===== src/rtl/scoreboard_hazard_unit.sv =====
// scoreboard_hazard_unit
// Decode-stage hazard unit for the pipelined MIPS core. A per-register
// countdown scoreboard is loaded when an instruction issues from D to E and
// is used to stall D on RAW, WAW and long-unit structural hazards.
// Operand forwarding muxes live elsewhere; this block only produces the
// F/D/E enables and flushes.
//
// Handshake: valid_d marks a real instruction in D. The instruction issues
// (moves to E) in a cycle where valid_d=1 and stall_d=0; only then is its
// destination recorded or the long unit claimed. While stall_d=1 the
// upstream stages hold (stall_f, stall_d) and a bubble enters E (flush_e).
//
// Counter meaning for register r:
//   cnt = 0 : value is architecturally visible (RF or M-stage bus for D branches)
//   cnt = 1 : result is forwardable to an E-stage consumer next cycle
//   cnt > 1 : any consumer must wait
module scoreboard_hazard_unit #(
  parameter int NREGS   = 32,
  parameter int AW      = 5,
  parameter int MAX_LAT = 8,
  parameter int LW      = $clog2(MAX_LAT + 1),
  parameter int CW      = $clog2(MAX_LAT + 2)
) (
  input  logic             clk,
  input  logic             rst_n,
  input  logic             valid_d,
  input  logic [AW-1:0]    rs_d,
  input  logic [AW-1:0]    rt_d,
  input  logic             use_rs_d,
  input  logic             use_rt_d,
  input  logic             branch_d,
  input  logic [AW-1:0]    rd_d,
  input  logic             we_d,
  input  logic [LW-1:0]    lat_d,
  input  logic             long_d,
  input  logic             pc_src_d,
  input  logic             jump_d,
  input  logic             clear,
  output logic             stall_f,
  output logic             stall_d,
  output logic             flush_d,
  output logic             flush_e,
  output logic [NREGS-1:0] pend_mask
);

  // Scoreboard state: entry 0 exists only so indexing by rs/rt/rd needs no
  // special casing; it is forced to zero on every update.
  logic [CW-1:0] cnt [NREGS];
  logic [LW-1:0] ubusy;

  // Decode-side derived values
  logic [LW-1:0] lat_eff;
  logic [CW-1:0] lat_ld;
  logic [CW-1:0] cnt_rs;
  logic [CW-1:0] cnt_rt;
  logic [CW-1:0] cnt_rd;
  logic          raw_rs;
  logic          raw_rt;
  logic          waw;
  logic          struct_haz;
  logic          stall;
  logic          issue;
  logic          record_wr;

  // Clamp the requested latency and form the value loaded into the counter.
  // L+1 always fits in CW bits because CW covers MAX_LAT+1.
  always_comb begin
    lat_eff = lat_d;
    if (lat_d > LW'(MAX_LAT)) lat_eff = LW'(MAX_LAT);
    lat_ld = CW'(lat_eff) + CW'(1);
  end

  // Hazard detection on counters registered at the start of the cycle; an
  // instruction issuing this cycle is deliberately not visible here.
  always_comb begin
    cnt_rs = cnt[rs_d];
    cnt_rt = cnt[rt_d];
    cnt_rd = cnt[rd_d];
    // A D-stage branch needs its operand one cycle earlier than an E
    // consumer, so cnt = 1 (forwardable to E only) still stalls it.
    raw_rs = use_rs_d && (rs_d != '0) &&
             ((cnt_rs > CW'(1)) || (branch_d && (cnt_rs != '0)));
    raw_rt = use_rt_d && (rt_d != '0) &&
             ((cnt_rt > CW'(1)) || (branch_d && (cnt_rt != '0)));
    // The new write must not complete before an older in-flight write.
    waw = we_d && (rd_d != '0) && (cnt_rd > lat_ld);
    // The long unit is not pipelined: one operation at a time.
    struct_haz = long_d && (ubusy != '0);
    stall      = valid_d && (raw_rs || raw_rt || waw || struct_haz);
    issue      = valid_d && !stall;
    record_wr  = issue && we_d && (rd_d != '0);
  end

  // Pipeline control outputs; a redirect is held off while D is stalled so
  // the stalled branch is not lost.
  always_comb begin
    stall_f = stall;
    stall_d = stall;
    flush_e = stall;
    flush_d = (pc_src_d || jump_d) && !stall;
  end

  // Scoreboard update: clear wins over everything, including the write of
  // an instruction issuing in the same cycle; a fresh write overrides the
  // decrement of its own destination.
  always_ff @(posedge clk or negedge rst_n) begin
    if (!rst_n) begin
      for (int r = 0; r < NREGS; r++) cnt[r] <= '0;
      ubusy <= '0;
    end else if (clear) begin
      for (int r = 0; r < NREGS; r++) cnt[r] <= '0;
      ubusy <= '0;
    end else begin
      for (int r = 0; r < NREGS; r++) begin
        if (r == 0) begin
          cnt[r] <= '0;
        end else if (record_wr && (rd_d == AW'(r))) begin
          cnt[r] <= lat_ld;
        end else if (cnt[r] != '0) begin
          cnt[r] <= cnt[r] - CW'(1);
        end
      end
      if (issue && long_d) begin
        ubusy <= lat_eff;
      end else if (ubusy != '0) begin
        ubusy <= ubusy - LW'(1);
      end
    end
  end

  // Debug view of which registers still have an outstanding write.
  always_comb begin
    pend_mask = '0;
    for (int r = 0; r < NREGS; r++) pend_mask[r] = (cnt[r] != '0);
  end

endmodule


===== config.mk =====
export PLATFORM = sky130hd
export DESIGN_NAME = scoreboard_hazard_unit
export DESIGN_NICKNAME = d
export VERILOG_FILES = /design/src/rtl/scoreboard_hazard_unit.sv
export SDC_FILE = /design/constraint.sdc
export NUM_CORES = 1
export LEC_CHECK = 0
export CORE_ASPECT_RATIO = 0.8
export CORE_MARGIN = 1.5
export CORE_UTILIZATION = 28
export DETAILED_ROUTE_END_ITERATION = 10
export SYNTH_ARGS = -nofsm -noshare
export SYNTH_HDL_FRONTEND = slang
export SYNTH_SLANG_ARGS = --single-unit

===== constraint.sdc =====
create_clock -name clk -period 11.8 [get_ports clk]
set_input_delay 2.36 -clock clk [delete_from_list [all_inputs] [get_ports clk]]
set_output_delay 2.36 -clock clk [all_outputs]
set_load 0.03 [all_outputs]

* After elaboration in Yosys (flattened, before gate mapping)
Cells that the tools add are included.
Cells by class: add/subtract/negate cells 33, magnitude comparators 7, equal/unequal tests 31, muxes and demuxes 76, bitwise gates (word level) 3, reductions and logical operators 123
Operators with widths (count):
- 2-to-1 mux 4 bit | 72
- nonzero test 4 bit | 35
- subtractor 4 x 1 -> 4 bit (second input constant) | 32
- 2-to-1 mux 124 bit | 1
- nonzero test 3 bit | 32
- == test 5 bit (second input constant) | 16
- binary-select mux 4 bit (select 5 bit) | 3
- logical AND 1 bit | 46
- == test 5 x 4 -> 1 bit (second input constant) | 8
- == test 5 x 3 -> 1 bit (second input constant) | 4
- >= comparator 6 bit (second input constant) | 3
- NOT 5 -> 6 bit | 3
- nonzero test 5 bit | 3
- == test 5 x 2 -> 1 bit (second input constant) | 2
- > comparator 4 x 1 -> 1 bit (second input constant) | 2
- logical OR 1 bit | 6
- == test 5 x 1 -> 1 bit (second input constant) | 1
- adder 4 x 1 -> 4 bit (second input constant) | 1
- > comparator 4 bit | 1
- > comparator 4 bit (second input constant) | 1
- logical NOT 1 bit | 1
Word-level totals: register bits after elaboration 132, input bits 30, output and inout port bits 36, logic and storage cells 306

* Logic depth before layout (Yosys ltp)
Gate-level depths: netlist of run 1.
depth in word-level cells 19, depth in mapped cells 17, depth with buffers taken out 13

* Least setup slack after synthesis of run 1
OpenSTA, ideal clock, no wires.
path type input-to-output, start in rd_d[0], end out flush_d, arrival time 7.028 ns, required time 9.440 ns, slack 2.412 ns, stages 15, buffers on the path 4, cells stage by stage buf_2 -> buf_2 -> buf_1 -> mux4_2 -> mux4_2 -> mux2_2 -> ha_1 -> a21o_1 -> a21oi_1 -> nor2_2 -> a221o_1 -> nor4_4 -> buf_6 -> nand3_1 -> a21oi_1
On the way: cells in the longest elaborated chain, start to end 11, elaborated cells on any way between the ends 13, classes of those cells order compare (1); mux (3); bitwise (1); reduce/logical (8)
RTL lines:
- start: declaration | RTL line 32 | input logic [AW-1:0] rd_d,
- NOT 5 -> 6 bit (not written as such) | RTL line 78 | cnt_rd = cnt[rd_d];
- binary-select mux 4 bit (select 5 bit) | RTL line 78
- 2-to-1 mux 4 bit (not written as such) (2 in series) | RTL line 78
- > comparator 4 bit | RTL line 86 | waw = we_d && (rd_d != '0) && (cnt_rd > lat_ld);
- logical AND 1 bit * | RTL line 86
- logical OR 1 bit * (2 in series) | RTL line 89 | stall = valid_d && (raw_rs || raw_rt || waw || struct_haz);
- logical AND 1 bit * | RTL line 89
- logical NOT 1 bit * | RTL line 100 | flush_d = (pc_src_d || jump_d) && !stall;
- logical AND 1 bit * | RTL line 100
- end: declaration | RTL line 41 | output logic flush_d,
Every way passes the cells marked *; elsewhere a longest branch is shown, timed or not. The select of a mux whose other input is x is not followed.

* Worst setup path after layout of run 1
Ends and elaborated chain as after synthesis.

==> flow_summary.yaml, run 1 <==
power:
  max-vdd-ir-drop_v: 0.0001253
  p_leak_nw: 6.105
  p_switching_mw: 1.577
  p_per_area_mw_per_mm2: 254.3
  intPower_mw: 1.810
  swShare: 0.4657
  pwr-share-seq: 0.272
  power_frac_comb: 0.561
  clkPwrFrac: 0.167
timing:
  rsz0062_at_grt: "false"
  post-route-period-util: 0.8503
  hold_violations: 0
  setup_viol: 0
  fmax_mhz: 99.66
  slew_viol_final: 0
  hold_ws_ns: 0.6257
  final.setup.tns_ns: 0
  relSlewSlack: 0.1087
  tightest_slew_ns: 1.303
  fin_crit_ns: 10.03
  clock_skew_ns: 0.01108
global_routing:
  antenna_found_initial: 1
  grt_overflow: 0
  grt_pass1_wl_um: 59220
  grt_util_all_layers: 0.1811
  grt_max_degree: 69
  grt_pass1_vias: 9534
yosys:
  synth_seq_cells: 128
  synth_largest_area_cell: "dfrtp_1"
  synth_cell_type_count: 76
  avgSynthCellArea_um2: 9.687
  synth_common_cells: "dfrtp_1, nand2_1, mux2i_1, inv_1, ha_1"
  synth_area_mm2: 0.01169
  synth-async-reset-ratio: 1.000
  synth.area.top_cells: "dfrtp_1, mux2i_1, mux4_2"
  synth_edf_count: 0
  ys_warn_count: 0
  synth_most_common_cell: "dfrtp_1"
  syn-num-nets: 1304
  yosysSeqAreaShare: 0.2739
  syn-instance-count: 1207
  ys.flop_type: "dfrtp_1"
  synth_top_area_frac: 0.2739
layout:
  fin_nets: 1324
  multi_input_area_mm2: 0.007776
  num_antenna_cells: 0
  stdcell_count: 1784
  seq_area_mm2: 0.003203
  fillers: 4196
  area_delta_synth_final_pct: 13.90
  layout-drive-gt1-share: 0.1379
worst_setup_path:
  startpoint_type: "input pin"
  cp_data_required_time_ns: 9.44
  r2r_setup_slack_ns: 6.79
  cp_slowest_cell: "buf_2"
  cp_cell_sequence: "buf_2, nor2b_1, a22o_1, mux4_2, mux2_2, ha_1, a21o_1, a21oi_1, nor2_2, o311a_4, nor2_8, nand3_1, a21oi_1, clkdlybuf4s50_1"
  critical_path_arrival_ns: 7.67
  critPathMaxFanout: 38
  crit_path_max_incr_delay_ns: 0.77
  endpoint_kind: "primary output"
  critPathTopFamily: "simple AND/OR/NAND/NOR gates"
  critical_path_class: "input pin to primary output"
  timing.critical_path.mode_cell: "a21oi_1"
  cp_num_buf_inv: 2
cts:
  clk_pin_slew_ns: 0.05
  root_buffer: "clkbuf_16"
  cts_resized: 0
  clk_latency_ns: 0.45
  cts-hold-fix-buffers: 0
  cts_buffers: 17
  cts_tree: "built"
  cts_sinks: 128
  cts.htree.levels: 4
  cts_post_setup_buffers_inserted: 0
  clk_path_buf_depth: 2
place:
  place_inst: 1752
  gp_congestion: 0.9297
  io_buffers: 64
  hpwlAfterDp_um: 26860
run:
  drv_cap: 0
status:
  status: "finished clean"
hold_path:
  holdCritPathClass: "flop to flop"
die:
  start_util: 0.2860
  die-area_mm2: 0.04300
  die_w_um: 231.5
  io_pins: 66
  rows: 66
  coreArea_mm2: 0.04088
  die_y_um: 185.8
routing:
  wl_per_cell_um: 21.06
  drc: 0
  dr.first_iter.drc_count: 1116
  drtAntennaViolNets: 0
  wirelength_um: 37570
  viasPerCell: 5.456
  drt_pass1_iterations: 6
  vias: 9733
-- power by group through the flow --
stage	logic, mW	clock network (mW)	registers (mW)
final	1.90	0.565	0.922
after global routing	2.12	0.595	0.943
after CTS	1.91	0.575	0.902
after detailed placement	1.89	0	0.906
after global placement	1.84	0	0.916
after floorplan	1.46	0	0.775
-- stage by stage --
stage	cell area (µm²)	util	total power [mW]	setup WS, ns
2_1_floorplan	11690	-	2.239	2.412
3_3_place_gp	12700	0.3108	2.757	1.949
3_5_place_dp	12700	0.3108	2.797	1.774
4_1_cts	13320	0.3258	3.384	1.757
5_1_grt	13320	0.3258	3.661	1.380
6_report	13320	0.3258	3.387	1.766
-- cell families (layout without fill, tap and decap cells) --
kind of cell | count (synthesis) | in the layout | share of synthesized area
adder cells (fa/ha/maj) | 67 | 67 | 0.07170
other | 1 | 1 | 0.0003207
AO/OA/AOI/OAI | 147 | 147 | 0.08347
AND/OR/NAND/NOR | 443 | 443 | 0.2370
buffers and inverters | 165 | 198 | 0.06217
multiplexers | 192 | 192 | 0.2234
XOR/XNOR | 64 | 64 | 0.04794
flip-flops | 128 | 128 | 0.2739
-- layer usage --
metal	vias up	part of all wire	GRT usage
met5	-	0.00024	0
met4	2	0.016	0.04497
met3	39	0.086	0.05208
met2	430	0.43	0.2624
met1	4844	0.47	0.2609
li1	4418	-	-
-- cells in the final DEF (no fill, tap or decap), types with 4 or more instances in the layout --
master	synthesis	layout
nand2_1	106	104
o211ai_1	11	11
mux2_4	25	25
clkdlybuf4s50_1	0	61
or3_1	36	36
nor3b_1	26	26
nor2_1	61	60
nand4_4	27	27
buf_4	6	8
nor4_1	18	18
nor4b_1	5	5
nand2b_1	6	6
mux2_2	18	18
clkbuf_16	0	17
inv_1	93	93
ha_1	67	67
and3_1	31	31
nor3_1	55	55
clkinv_2	0	4
dfrtp_1	128	128
a21oi_1	44	44
a2111oi_0	4	4
xor2_1	30	30
o22ai_1	4	4
o21ai_0	32	32
a211oi_1	7	7
xnor2_1	34	34
o221ai_1	5	5
bufinv_16	0	4
mux4_2	42	42
nand3_1	37	37
a221oi_1	5	5
o31ai_1	5	5
mux2i_1	105	105
a22o_1	4	4
nor2b_1	10	10
-- sequential cells by signal, indices dropped and copies added (netlist names) --
name	count
cnt	124
ubusy	4
-- worst paths after layout --
kind / startpoint / end / cells after the start
max: rd_d[0] / flush_d / 14
min: ubusy[3]$_DFFE_PN0P_ / ubusy[3]$_DFFE_PN0P_ / 2
max reg2reg: cnt[14]$_DFFE_PN0P_ / cnt[119]$_DFFE_PN0P_ / 12
min reg2reg: ubusy[3]$_DFFE_PN0P_ / ubusy[3]$_DFFE_PN0P_ / 2
max in group asynchronous: rst_n / cnt[85]$_DFFE_PN0P_ / 2
min in group asynchronous: rst_n / cnt[53]$_DFFE_PN0P_ / 1
-- worst min-delay path, cell delays in order (launching register included) --
cell and delay (ns):
dfrtp_1 0.37, a21oi_1 0.07, a21oi_1 0.13
-- cell type report --
cell class                      count  share of cell area
Clock buffer                       21             0.03382
Sequential cell                   128              0.2405
Clock inverter                     11             0.01221
Multi-Input combinational cell    914              0.5839
Tap cell                          544             0.05111
Inverter                           94             0.02649
Timing Repair Buffer               72             0.05195
Power figures use the tool's default switching activity.
==> run 2, diff against run 1 <==
- CELL_PAD_IN_SITES_DETAIL_PLACEMENT: default -> 2
- CELL_PAD_IN_SITES_GLOBAL_PLACEMENT: default -> 2
- CTS_BUF_LIST: default -> sky130_fd_sc_hd__clkbuf_8
- PLACE_DENSITY_LB_ADDON: default -> 0.1
==> flow_summary.yaml, run 2 (synthesis gave the netlist of run 1 again) <==
cts:
  cts.htree.levels: 4
  cts_post_setup_buffers_inserted: 0
  cts_tree: "built"
  clk_path_buf_depth: 2
  cts_sinks: 128
  clk_latency_ns: 0.52
  root_buffer: "clkbuf_8"
  cts-hold-fix-buffers: 0
  clk_pin_slew_ns: 0.08
  cts_resized: 0
  cts_buffers: 17
timing:
  slew_viol_final: 0
  rsz0062_at_grt: "false"
  clock_skew_ns: 0.01244
  post-route-period-util: 0.8081
  tightest_slew_ns: 1.130
  hold_violations: 0
  final.setup.tns_ns: 0
  fin_crit_ns: 9.536
  setup_viol: 0
  relSlewSlack: 0.2464
  fmax_mhz: 104.9
  hold_ws_ns: 0.6210
hold_path:
  holdCritPathClass: "flop to flop"
  hold_depth: 2
global_routing:
  grt_max_degree: 72
  grt_pass1_vias: 10480
  antenna_found_initial: 1
  grt_pass1_wl_um: 69430
  grt_overflow: 0
  grt_util_all_layers: 0.2202
layout:
  final_common_cell: "dfrtp_1"
  reg_top3: "cnt x124, ubusy x4"
  largest_reg_flops: 124
  fillers: 4555
  fin_nets: 1329
  layout-drive-gt1-share: 0.1438
  finalInstanceArea_mm2: 0.01315
  area_delta_synth_final_pct: 12.50
  largest-register: "cnt"
  final_cell_mix: "dfrtp_1, nand2_1, mux2i_1, inv_1, ha_1"
worst_setup_path:
  critical_path_class: "input pin to primary output"
  startpoint_type: "input pin"
  critPathMaxFanout: 38
  cp_slowest_cell: "buf_2"
  worstRegToRegCells: 12
  critical_path_arrival_ns: 7.18
  cp_cell_sequence: "buf_2, nor2b_1, a22o_1, mux4_2, mux2_2, ha_1, a21o_1, a21oi_1, nor2_2, a221o_1, nor4_4, nand3_1, a21oi_1, clkdlybuf4s50_1"
  crit_path_max_incr_delay_ns: 0.77
  timing.critical_path.mode_cell: "a21oi_1"
  cp_data_required_time_ns: 9.44
  endpoint_kind: "primary output"
place:
  place_area_mm2: 0.01273
  hpwlAfterDp_um: 33220
  gp_congestion: 0.8711
  io_buffers: 64
die:
  die_y_um: 185.8
  coreArea_mm2: 0.04088
  start_util: 0.2860
  die_w_um: 231.5
  die-area_mm2: 0.04300
  io_pins: 66
  rows: 66
power:
  swShare: 0.4930
  p_switching_mw: 1.638
  max-vdd-ir-drop_v: 0.0001067
  p_leak_nw: 6.049
  power_frac_comb: 0.580
  intPower_mw: 1.685
  clkPwrFrac: 0.131
  p_per_area_mw_per_mm2: 252.6
  pwr-share-seq: 0.289
routing:
  drtAntennaViolNets: 0
  drc: 0
  drt_pass1_iterations: 5
  wl_per_cell_um: 25.36
  vias: 9871
  dr.first_iter.drc_count: 637
  viasPerCell: 5.515
  wirelength_um: 45390
status:
  status: "finished clean"
run:
  drv_cap: 0
==> run 2: changes by cell type in the layout (fill, tap and decap cells not counted), moves of 2 or more <==
| cell | previous run | this run |
|---|---|---|
| clkbuf_1 | 3 | 0 |
| clkbuf_8 | 1 | 21 |
| buf_4 | 8 | 13 |
| buf_2 | 2 | 4 |
| clkbuf_16 | 17 | 0 |
| clkdlybuf4s50_1 | 61 | 59 |
==> run 2: power groups by stage <==
stage | Combinational [mW] | Sequential (mW) | Clock [mW]
after floorplan | 1.46 | 0.775 | 0
after CTS | 1.95 | 0.952 | 0.452
after detailed placement | 1.94 | 0.960 | 0
final | 1.93 | 0.962 | 0.436
after global placement | 1.89 | 0.967 | 0
after global routing | 2.16 | 0.988 | 0.467
==> run 2: path summary, 6_finish.rpt <==
| kind | from | end | slack (ns) |
|---|---|---|---|
| worst max register to register | cnt[14]$_DFFE_PN0P_ | cnt[119]$_DFFE_PN0P_ | 6.64 |
| worst max-delay path | rd_d[0] | flush_d | 2.26 |
| max in group asynchronous | rst_n | cnt[68]$_DFFE_PN0P_ | 8.59 |
| min in group asynchronous | rst_n | cnt[50]$_DFFE_PN0P_ | 1.84 |
| worst min-delay path | ubusy[3]$_DFFE_PN0P_ | ubusy[3]$_DFFE_PN0P_ | 0.62 |
| worst min register to register | ubusy[3]$_DFFE_PN0P_ | ubusy[3]$_DFFE_PN0P_ | 0.62 |
==> run 2: metal layers <==
metal  vias to the layer above  wire [µm]  GRT usage
li1                       4433          -          -
met1                      5178      22560     0.3177
met2                       217      20000     0.3334
met3                        43       2004    0.03722
met4                         0        822    0.06693
met5                         -          0          0
==> run 2: layout make-up <==
| cell class | instances | area (µm²) | area share |
|---|---|---|---|
| Antenna cell | 1 | 2.502 | 0.0001902 |
| Clock buffer | 21 | 289.0 | 0.02197 |
| Clock inverter | 11 | 136.4 | 0.01037 |
| Inverter | 94 | 354.1 | 0.02692 |
| Multi-Input combinational cell | 914 | 7769 | 0.5906 |
| Sequential cell | 128 | 3203 | 0.2435 |
| Tap cell | 544 | 680.7 | 0.05175 |
| Timing Repair Buffer | 77 | 719.4 | 0.05469 |
==> run 2: worst max-delay path, delay by kind of cell <==
kind | cells | cell delay (ns)
AO/OA/AOI/OAI | 5 | 1.29
adder cells (fa/ha/maj) | 1 | 0.31
buffers and inverters | 2 | 1.45
multiplexers | 2 | 0.74
AND/OR/NAND/NOR | 4 | 0.99
==> run 2: metrics by stage <==
step	power, mW	util	cells	worst slack [ns]
finish	3.323	0.3218	1790	2.264
global route	3.614	0.3217	1789	1.835
CTS	3.357	0.3217	1789	2.237
detailed placement	2.897	0.3113	1757	2.231
global placement	2.856	0.3113	1757	2.317
floorplan	2.239	-	1207	2.412
